[config.mk]
export PLATFORM = sky130hd
export DESIGN_NAME = fetch_stage
export DESIGN_NICKNAME = d
export VERILOG_FILES = /design/src/rtl/common.sv /design/src/rtl/fetch_queue.sv /design/src/rtl/fetch_stage.sv
export SDC_FILE = /design/constraint.sdc
export NUM_CORES = 1
export LEC_CHECK = 0
export CORE_MARGIN = 4
export CORE_UTILIZATION = 45
export CTS_BUF_LIST = sky130_fd_sc_hd__clkbuf_4
export CTS_CLUSTER_SIZE = 14
export DETAILED_ROUTE_END_ITERATION = 8
export PLACE_DENSITY = 0.68
export SLEW_MARGIN = 20
export SYNTH_ARGS = -nofsm -noshare
export SYNTH_HDL_FRONTEND = slang
export SYNTH_SLANG_ARGS = --single-unit
[constraint.sdc]
create_clock -name clk -period 24 [get_ports clk]
set_clock_uncertainty 0.2 [all_clocks]
set_input_delay 4.8 -clock clk [delete_from_list [all_inputs] [get_ports clk]]
set_output_delay 4.8 -clock clk [all_outputs]
set_load 0.01 [all_outputs]
[src/rtl/common.sv]
// Shared fetch types, RISC-V opcode constants and static branch prediction helpers.
package common;

  typedef logic [31:0] instruction_type;

  typedef struct packed {
    logic        predict_taken;
    logic [31:0] predict_target;
  } branch_predict_type;

  typedef struct packed {
    instruction_type    instr;
    logic [31:0]        pc;
    branch_predict_type branch;
  } fq_entry_t;

  typedef enum logic [1:0] {FETCH, WAIT, DRAIN} fetch_state_e;

  localparam logic [6:0] OPC_JAL    = 7'b1101111;
  localparam logic [6:0] OPC_BRANCH = 7'b1100011;

  function automatic logic [31:0] imm_b(input instruction_type i);
    return {{19{i[31]}}, i[31], i[7], i[30:25], i[11:8], 1'b0};
  endfunction

  function automatic logic [31:0] imm_j(input instruction_type i);
    return {{11{i[31]}}, i[31], i[19:12], i[20], i[30:21], 1'b0};
  endfunction

  // Static rule: JAL and backward conditional branches are predicted taken.
  function automatic branch_predict_type predict(input instruction_type i,
                                                 input logic [31:0] pc_in);
    branch_predict_type bp;
    bp.predict_taken  = 1'b0;
    bp.predict_target = pc_in + 32'd4;
    if (i[6:0] == OPC_JAL) begin
      bp.predict_taken  = 1'b1;
      bp.predict_target = pc_in + imm_j(i);
    end else if (i[6:0] == OPC_BRANCH && imm_b(i)[12]) begin
      bp.predict_taken  = 1'b1;
      bp.predict_target = pc_in + imm_b(i);
    end
    return bp;
  endfunction

endpackage

[src/rtl/fetch_queue.sv]
// Circular buffer of fetched instructions; simultaneous push and pop on a full queue both succeed.
module fetch_queue
  import common::*;
#(
  parameter int DEPTH = 2
) (
  input  logic                     clk,
  input  logic                     rstn,
  input  logic                     flush_i,
  input  logic                     push_i,
  input  logic                     pop_i,
  input  fq_entry_t                data_i,
  output fq_entry_t                head_o,
  output logic [$clog2(DEPTH):0]   count_o
);

  localparam int PW = $clog2(DEPTH);
  localparam int CW = PW + 1;

  fq_entry_t         mem_q [DEPTH];
  logic [PW-1:0]     rd_ptr_q, wr_ptr_q;
  logic [CW-1:0]     count_q;
  logic              do_push, do_pop;

  assign do_pop  = pop_i && (count_q != '0);
  assign do_push = push_i && ((count_q != CW'(DEPTH)) || do_pop);

  always_ff @(posedge clk) begin
    if (!rstn) begin
      rd_ptr_q <= '0;
      wr_ptr_q <= '0;
      count_q  <= '0;
      for (int i = 0; i < DEPTH; i++) mem_q[i] <= '0;
    end else if (flush_i) begin
      rd_ptr_q <= '0;
      wr_ptr_q <= '0;
      count_q  <= '0;
    end else begin
      if (do_push) begin
        mem_q[wr_ptr_q] <= data_i;
        wr_ptr_q        <= wr_ptr_q + PW'(1);
      end
      if (do_pop) rd_ptr_q <= rd_ptr_q + PW'(1);
      count_q <= count_q + CW'(do_push) - CW'(do_pop);
    end
  end

  assign head_o  = mem_q[rd_ptr_q];
  assign count_o = count_q;

endmodule

[src/rtl/fetch_stage.sv]
// Instruction fetch: single-outstanding imem requester with static prediction and a small fetch queue.
// state | meaning
// FETCH | request fetch_pc when queue has room
// WAIT  | request granted, waiting for read data
// DRAIN | flushed while a response is owed; discard it
module fetch_stage
  import common::*;
#(
  parameter logic [31:0] RESET_PC = 32'h0000_0000,
  parameter int          FQ_DEPTH = 2
) (
  input  logic               clk,
  input  logic               rstn,
  input  logic               stall,
  input  logic               flush,
  input  logic [31:0]        redirect_pc,
  output logic               imem_req,
  output logic [31:0]        imem_addr,
  input  logic               imem_gnt,
  input  logic               imem_rvalid,
  input  logic [31:0]        imem_rdata,
  output logic               out_valid,
  output instruction_type    instruction,
  output logic [31:0]        pc,
  output branch_predict_type branch_out
);

  localparam int CW = $clog2(FQ_DEPTH) + 1;

  fetch_state_e       state_q, state_d;
  logic [31:0]        fetch_pc_q, fetch_pc_d;
  logic [CW-1:0]      count;
  logic               push, pop;
  fq_entry_t          head;
  branch_predict_type rsp_pred;

  assign rsp_pred = predict(imem_rdata, fetch_pc_q);

  always_comb begin
    state_d    = state_q;
    fetch_pc_d = fetch_pc_q;
    imem_req   = 1'b0;
    push       = 1'b0;
    if (flush) fetch_pc_d = {redirect_pc[31:2], 2'b00};
    case (state_q)
      FETCH: begin
        imem_req = rstn && !flush && (count < CW'(FQ_DEPTH));
        if (flush) begin
          if (imem_gnt) state_d = DRAIN;
        end else if (imem_req && imem_gnt) begin
          state_d = WAIT;
        end
      end
      WAIT: begin
        if (flush) begin
          state_d = imem_rvalid ? FETCH : DRAIN;
        end else if (imem_rvalid) begin
          push       = 1'b1;
          fetch_pc_d = rsp_pred.predict_target;
          state_d    = FETCH;
        end
      end
      DRAIN: begin
        if (imem_rvalid) state_d = FETCH;
      end
      default: state_d = FETCH;
    endcase
  end

  always_ff @(posedge clk) begin
    if (!rstn) begin
      state_q    <= FETCH;
      fetch_pc_q <= RESET_PC;
    end else begin
      state_q    <= state_d;
      fetch_pc_q <= fetch_pc_d;
    end
  end

  assign pop = out_valid && !stall;

  fetch_queue #(.DEPTH(FQ_DEPTH)) u_queue (
    .clk     (clk),
    .rstn    (rstn),
    .flush_i (flush),
    .push_i  (push),
    .pop_i   (pop),
    .data_i  ('{instr: imem_rdata, pc: fetch_pc_q, branch: rsp_pred}),
    .head_o  (head),
    .count_o (count)
  );

  assign imem_addr   = fetch_pc_q;
  assign out_valid   = (count != '0);
  assign instruction = head.instr;
  assign pc          = head.pc;
  assign branch_out  = head.branch;

endmodule

==> impl_results.md <==
- Mapped cell area: 13700 um2
- Crit path DAT: slightly below 7000 ps
- Fraction of registers with async set/reset: 0%
- Die Y-Extent: around 180 um
- Seq pwr share: 47.7%
- Ys Warns: 0
- CTS Hold Bufs: 0
- Pins Over Slew Limit: 0
- DR WL/cell: around 21 um
- Maxcap violations: 0
- Fmax: 84.5 MHz
- Share of layout cells above drive strength 1: 15.9%
- Initial antenna violation count: 5
- Via count: 11400
- CP Buf/Inv Count: 3
- Setup TNS: 0 ps
- Critical Path RT: approximately 19000 ps
- Global-route wire length before repair: approximately 64000 um
- Cell Chain, Critical Path: clkdlybuf4s50_1 -> buf_4 -> nand2_1 -> nor4_1 -> clkdlybuf4s50_1
- Post-route ant nets: 0
- Power Total: approximately 0.97 mW
- H-tree depth: 2
- Final std cells w/o fill: a little under 2000
- P_leak: 6.43 nW
- Clk sinks: between 200 and 250
- Vias in the first global route: 11100
- Gate Count Post-Synth: between 1000 and 1500
- Reg clk slew, reported paths: about 70 ps
- Main synth FF type: edfxtp_1
- Switching share of power: 27.7%
- Clk pwr share: about 36%
- Final setup fails: 0
- Die Area: approximately 33000 um2
- Max-slew headroom: 31.5%
- Post-synthesis cell type count: between 70 and 80
- Post-Place Cells: between 1500 and 2000
- Crit path time final: ~12000 ps
- Most frequent cells in the layout: clkdlybuf4s50_1 (198), edfxtp_1 (192), nor2_1 (135), and2_1 (133)
- Worst VDD drop: 32.0 uV
- Crit share post-route: 49.3%
- CP max FO: 35
- Most frequent CP cell: clkdlybuf4s50_1
- CTS Buffer Depth: 3
- PortBufs: roughly 200
- Status: complete, no violations
- Min-Delay Path Class: reg2reg
- Core ar.: about 30000 um2
- Initial drt markers: 934
- Cell row count: 63
- Final Hold Vio Count: 0
- Combinational power share: 16.5%
- Global Route Usage Sum: about a quarter
- DRC viols: 0
- Later-pin clock latency in the skew report: 760 ps
- Share of the yosys chip area belonging to registers: 47.8%
- Post-CTS Resized: 0
- Vias per std cell: 5.79
- Congestion Overflow GR: 0
- Syn-to-layout area delta: 22.8%
- Design Area, Final: around 17000 um2
- Hold_ws: approximately 310 ps
- Setup crit end kind: output pin
- HPWL Detailed: roughly 29000 um
- Switching Power: about 0.27 mW
- Crit path launch type: input pin
- Top delay family on crit path: buffers and inverters
- Fin nets: roughly 1600
- I/O pins: 201
- WL final: ~42000 um
- Root Buffer: clkbuf_4
- Post-synth EDFFs: 192
- DR pass1 iterations: 6
- Filler cells: 2631
- Slew @ Worst Pin: 1030 ps
- CTS tree: yes
- Placed cell areas: roughly 16000 um2
- Routability Congestion: 0.934
- Pint: about 0.7 mW
- Initial core utilization: about 46%
- Largest net degree at the start of global routing: 74
- Commonest non-fill, non-tap cell in the layout: clkdlybuf4s50_1
- Yosys reg bits: about 230
- Syn_nets: roughly 1500
- Post-CTS setup repair buffer count: 0
- RSZ-0062 raised after global routing: false
- Avg Inst Size Synth: 10.3 um2
- Cts bufs inserted: just under 60
- Crit Path Category: in2out
- Slowest-stage cell, CP: clkdlybuf4s50_1
- Die X: 183 um
- Pwr dens: between 50 and 60 nW/um2
- Worst path max stage delay: ~640 ps
## worst paths after layout
check	from	endpoint	slack [ps]	cells after the start
worst min register to register	state_q[1]	state_q[0]	310	1
worst max-delay path	rstn	imem_req	12170	5
worst max register to register	imem_addr[2]	u_queue.mem_q[1][25]	19560	11
worst min-delay path	state_q[1]	state_q[0]	310	1
## metal layers
metal / global-route usage, % / wire length [um]
met3: 5.14 / 3460
met2: 37.9 / 19000
met1: 34.6 / 18700
met4: 7.18 / 1110
met5: 0 / 13
## cell type report
| type | count | area [um2] | area share, % |
|---|---|---|---|
| clock buffers | 98 | 736 | 4.37 |
| repair buffers | 216 | 2120 | 12.6 |
| flip-flops and latches | 231 | 6550 | 38.9 |
| clock inverters | 9 | 48.8 | 0.290 |
| multi-input cells | 995 | 6780 | 40.3 |
| well taps | 390 | 488 | 2.90 |
| diodes | 4 | 10.0 | 0.0595 |
| inverters | 26 | 97.6 | 0.580 |
## logic make-up (layout without fill, tap and decap cells)
kind of cell / after synthesis / after routing / share of synthesized area (%)
XOR/XNOR: 48 / 48 / 3.07
buffers and inverters: 108 / 349 / 3.20
other: 0 / 4 / 0
AND/OR/NAND/NOR: 467 / 467 / 17.1
flip-flops: 231 / 231 / 47.8
multiplexers: 108 / 108 / 8.78
adder cells (fa/ha/maj): 48 / 48 / 4.49
AO/OA/AOI/OAI: 324 / 324 / 15.6
## Yosys cell counts (all sizes together) (4+ instances only)
cell    number  area [um2]
nor4         4        25.0
clkbuf      65         244
a21o        14         105
o22a         4        35.0
o22ai        9        56.3
nand4       13        96.3
a311oi       4        35.0
o21bai       7        52.6
a31oi       14        87.6
nand2       81         304
o211ai      14         105
edfxtp     192        5770
a221oi       5        43.8
a31o         4        35.0
and2       134         838
buf         17        96.3
o211a        8        80.1
a211oi      15         113
or2          9        56.3
and3        20         125
xor2        19         166
or3          8        50.1
nor2b        5        31.3
nor3        23         120
nand2b       5        31.3
o21a        10        76.3
a21oi       93         469
ha          46         576
nor2       136         510
a41oi        6        52.6
mux2        98        1100
inv         26        97.6
mux2i       10         100
xnor2       29         254
o31ai        5        37.5
dfxtp       39         781
nand3       25         125
o21ai       71         355
a21boi       4        30.0
o221a        5        56.3
## state kept, by name (all words and copies together), names as in the netlist, named ones only
signal and cells:
u_queue.mem_q 192, u_queue.wr_ptr_q 1, u_queue.rd_ptr_q 1, u_queue.count_o 2
imem_addr 32, state_q 2
## power groups by stage
| stage | logic, mW | registers, mW | clock network (mW) |
|---|---|---|---|
| after floorplan | 0.0933 | 0.469 | 0 |
| after detailed placement | 0.158 | 0.471 | 0 |
| after global routing | 0.173 | 0.464 | 0.377 |
| after CTS | 0.159 | 0.462 | 0.355 |
| after global placement | 0.157 | 0.470 | 0 |
| final | 0.160 | 0.463 | 0.348 |
## metrics by stage
step	utilization, %	setup slack [ps]
6_report	56.3	12170
5_1_grt	56.3	12140
4_1_cts	56.3	12210
3_5_place_dp	53.7	12210
3_3_place_gp	53.7	12210
2_1_floorplan	-	10890
Note: power is estimated with default switching activity, not from simulation.
